--- src/rtl/cpu_run_ctrl.sv ---
// Host-side run controller: pulses the CPU reset on a start request, runs the CPU with a
// cycle counter and watchdog, then reports completion through a four-phase ack.
module cpu_run_ctrl #(
  parameter int unsigned RST_CYC = 2,
  parameter int unsigned CW      = 16,
  parameter int unsigned MAX_CYC = 65535
) (
  input  logic          clk,
  input  logic          reset,
  input  logic          req,
  input  logic          cpu_done,
  output logic          cpu_reset,
  output logic          busy,
  output logic          ack,
  output logic          timeout,
  output logic [CW-1:0] cycles
);

  localparam int unsigned RcW = (RST_CYC > 1) ? $clog2(RST_CYC) : 1;
  localparam logic [RcW-1:0] RstLast = RcW'(RST_CYC - 1);
  localparam logic [CW-1:0]  CycLast = CW'(MAX_CYC - 1);
  localparam logic [CW-1:0]  CycMax  = CW'(MAX_CYC);

  typedef enum logic [1:0] {StIdle, StReset, StRun, StDone} state_e;

  state_e         state_q, state_d;
  logic [RcW-1:0] rst_cnt_q, rst_cnt_d;
  logic [CW-1:0]  cycles_q, cycles_d;
  logic           cpu_reset_q, cpu_reset_d;
  logic           busy_q, busy_d;
  logic           ack_q, ack_d;
  logic           timeout_q, timeout_d;

  always_ff @(posedge clk or negedge reset) begin
    if (!reset) begin
      state_q     <= StIdle;
      rst_cnt_q   <= '0;
      cycles_q    <= '0;
      cpu_reset_q <= 1'b1;
      busy_q      <= 1'b0;
      ack_q       <= 1'b0;
      timeout_q   <= 1'b0;
    end else begin
      state_q     <= state_d;
      rst_cnt_q   <= rst_cnt_d;
      cycles_q    <= cycles_d;
      cpu_reset_q <= cpu_reset_d;
      busy_q      <= busy_d;
      ack_q       <= ack_d;
      timeout_q   <= timeout_d;
    end
  end

  always_comb begin
    state_d = state_q;
    unique case (state_q)
      StIdle:  if (req) state_d = StReset;
      StReset: if (rst_cnt_q == RstLast) state_d = StRun;
      StRun:   if (cpu_done || (cycles_q == CycLast)) state_d = StDone;
      StDone:  if (!req) state_d = StIdle;
      default: state_d = StIdle;
    endcase
  end

  // Next values of the registered outputs; every output is a flop, never a decode of state.
  always_comb begin
    rst_cnt_d   = rst_cnt_q;
    cycles_d    = cycles_q;
    cpu_reset_d = cpu_reset_q;
    busy_d      = busy_q;
    ack_d       = ack_q;
    timeout_d   = timeout_q;
    unique case (state_q)
      StIdle: begin
        cpu_reset_d = 1'b1;
        ack_d       = 1'b0;
        if (req) begin
          cycles_d  = '0;
          timeout_d = 1'b0;
          busy_d    = 1'b1;
          rst_cnt_d = '0;
        end
      end
      StReset: begin
        rst_cnt_d = rst_cnt_q + RcW'(1);
        if (rst_cnt_q == RstLast) cpu_reset_d = 1'b0;
      end
      StRun: begin
        // Done has priority over the watchdog and freezes the count at its pre-edge value.
        if (cpu_done) begin
          ack_d       = 1'b1;
          busy_d      = 1'b0;
          cpu_reset_d = 1'b1;
          timeout_d   = 1'b0;
        end else if (cycles_q == CycLast) begin
          cycles_d    = CycMax;
          timeout_d   = 1'b1;
          ack_d       = 1'b1;
          busy_d      = 1'b0;
          cpu_reset_d = 1'b1;
        end else begin
          cycles_d = cycles_q + CW'(1);
        end
      end
      StDone: begin
        if (!req) ack_d = 1'b0;
      end
      default: ;
    endcase
  end

  assign cpu_reset = cpu_reset_q;
  assign busy      = busy_q;
  assign ack       = ack_q;
  assign timeout   = timeout_q;
  assign cycles    = cycles_q;

endmodule

--- config.mk ---
export PLATFORM = sky130hd
export DESIGN_NAME = cpu_run_ctrl
export DESIGN_NICKNAME = d
export VERILOG_FILES = /design/src/rtl/cpu_run_ctrl.sv
export SDC_FILE = /design/constraint.sdc
export NUM_CORES = 1
export LEC_CHECK = 0
export ABC_CLOCK_PERIOD_IN_PS = 2300
export CORE_MARGIN = 10
export CORE_UTILIZATION = 35
export DETAILED_ROUTE_END_ITERATION = 16
export SLEW_MARGIN = 20
export SYNTH_ARGS = -nofsm -noshare
export SYNTH_HDL_FRONTEND = slang
export SYNTH_SLANG_ARGS = --single-unit
--- constraint.sdc ---
create_clock -name clk -period 2.3 [get_ports clk]
set_input_delay 0.345 -clock clk [delete_from_list [all_inputs] [get_ports clk]]
set_output_delay 0.345 -clock clk [all_outputs]
set_load 0.02 [all_outputs]
==> results.ini <==
[global_route]
gr-usage-all-layers_pct=12.2
grt_pass1_wl_mm=7.60
grt_remaining_overflow=0
grt_pass1_vias=1523
antenna_found_initial=0
grt_max_degree=24

[synthesis]
syn_area_um2=1560
ys_types=46
postSynthAreaPerCell_um2=8.90
yosysMostFrequentCell=dfrtp_1
syn_inst=175
ys_ff_latch=23
synth-async-reset-ratio_pct=100
synth-seq-area-share_pct=37.0
ys_top_cells_by_area=dfrtp_1 (35%), ha_1 (5.6%), nand3_1 (5.1%)
synth-edff-count=0
yosysWarnings=0
synth_top_area_cell=dfrtp_1
synth_nets=186
synthFlopType=dfrtp_1
yosys-top-cells-count=dfrtp_1 (22), nand3_1 (16), o21ai_0 (12)
synth_top_area_share_pct=35.3

[cts]
root_buffer=clkbuf_8
cts.sinks=23
cts_hold_buf=0
cts_tree=done
clockBufferDepth=2
cts-htree-levels=1
clock_latency_ns=0.27
cts-buffers-inserted=3
path_clk_slew_ns=0.09

[timing]
relSlewSlack_pct=64.4
worst_pin_slew_ns=0.529
fin_crit_sh_pct=88.5
maxSlewViolCount=0
fin_crit_ns=2.04
setup_viol=0
timing.final.ws_setup_ns=0.265
fin_tns_setup_ns=0
final_hold_viol_count=0
finClkSkew_ns=0.00331
max_freq_ghz=0.491
rsz0062_at_grt=no

[setup_path]
critical-path-top-delay-family=simple AND/OR/NAND/NOR gates
max_stage_delay_ns=0.42
path_cells=inv_1 > ha_1 > nor2b_2 > nor2_1 > buf_4 > nand3_1 > o311ai_0
critPathBufInv=2
path_class=reg2reg
slowest_stage=dfrtp_1
crit_required_ns=2.42
cp_data_arrival_time_ns=2.15
crit_fanout=14
cp-start-kind=flop
crit_path_start=state_q[0]
r2r-start=state_q[0]
crit_path_end_kind=flop

[power_and_ir_drop]
clockPowerShare_pct=16.1
combPwrFrac_pct=50.1
p_leak_nw=0.788
p_switching_uw=702
powerDensity_nw_per_um2=845
seqPwrFrac_pct=33.8
irDropWorstVdd_mv=0.314
p_int_uw=940
sw_frac_of_total_pct=42.7

[drt]
first_pass_iters=4
ant_nets=0
drt_iter0_drc=191
routed_wirelength_mm=4.47
viasPerCell=6.00
vias=1541
wire_per_inst_um=17.4
drc=0

[die]
die_h_um=86.7
ios=24
core_area_um2=4320
row_count=24
die_area_um2=7520
dieWidth_um=86.7
start_util_pct=36.0

[placed_design]
pre_cts_ws_ns=0.213
portBuffers=23
placed_area_um2=1890
gp_congestion=0.843
dp_hpwl_mm=3.20

[flow_run]
max_cap_viol_count=0

[finish]
final_nets=217
drive_gt1_share_pct=11.2
final_area_um2=1940
n_antenna_cell=0
syn_to_final_growth_pct=24.7
utilization_pct=44.9

[run_status]
status=finished clean

[min_path]
hold_path_class=in2async

-- metrics by stage --
stage | hold WS [ns] | std cells | power (mW)
floorplan | 0.0494 | 175 | 1.10
global placement | 0.490 | 253 | 1.35
detailed placement | 0.506 | 253 | 1.38
CTS | 0.430 | 257 | 1.64
global route | 0.446 | 257 | 1.76
finish | 0.411 | 257 | 1.64
-- worst register-to-register path, stage by stage (launching register included) --
cell and delay, ns:
dfrtp_1 0.42, inv_1 0.11, ha_1 0.28, nor2b_2 0.33, nor2_1 0.09, buf_4 0.19
nand3_1 0.24, o311ai_0 0.22
-- state kept, by name, indices dropped and copies added (netlist names) --
name,cells
cycles,16
timeout,1
rst_cnt_q,1
cpu_reset,1
state_q,2
ack,1
busy,1
-- metal layers --
metal  global-route usage (%)  wire length (um)
met4                     5.60                58
met3                     1.78               243
met5                        0                 0
met2                     18.1              2090
met1                     17.0              2080
-- cells in the final DEF, fill, tap and decap left out, drive strengths merged, types with 4 or more instances in the layout --
cell	instances
nand3b	4
buf	9
nor3	7
o21ai	12
inv	9
dfrtp	22
nor2	11
clkdlybuf4s50	23
nand4	8
nor4	7
a211oi	4
ha	7
a221o	4
nand3	16
nand2	11
-- cells by family (layout without fill, tap and decap cells) --
logic type,after synthesis,count (layout),share of synthesized area [%]
adders and majority gates,7,7,5.62
DFF,23,23,37.0
muxes,2,2,1.37
AOI/OAI and AO/OA,44,44,21.0
and+or+nand+nor,83,83,30.5
buffers and inverters,15,45,3.85
xor gates and xnor gates,1,1,0.562
-- final timing paths --
| check | to | slack, ns | cells past startpoint |
|---|---|---|---|
| max reg2reg | cycles[4] | 0.26 | 7 |
| min | cycles[12] | 0.41 | 2 |
| max in group asynchronous | cpu_reset | 1.59 | 2 |
| min in group clk | cpu_reset | 0.52 | 2 |
| min reg2reg | cpu_reset | 0.52 | 2 |
| max | cycles[4] | 0.26 | 7 |
-- power by group through the flow --
| stage | registers (mW) | clock network (mW) | logic (mW) |
|---|---|---|---|
| 2_1_floorplan | 0.589 | 0 | 0.506 |
| 3_3_place_gp | 0.556 | 0 | 0.796 |
| 3_5_place_dp | 0.561 | 0 | 0.815 |
| 4_1_cts | 0.554 | 0.270 | 0.819 |
| 5_1_grt | 0.567 | 0.287 | 0.911 |
| 6_report | 0.555 | 0.265 | 0.822 |
-- layout make-up --
type / instances / area [um2]
Fill cell: 438 / 2380
Timing Repair Buffer: 32 / 298
Multi-Input combinational cell: 137 / 923
Sequential cell: 23 / 577
Inverter: 9 / 33.8
Clock buffer: 3 / 41.3
Clock inverter: 1 / 5.00
Tap cell: 52 / 65.1
-- repair_timing --
item / CTS / global route
endpoints found under the setup margin: 0 / 2
buffers inserted: 0 / 0
resized for setup: 0 / 1
(Power assumes the default switching activity.)
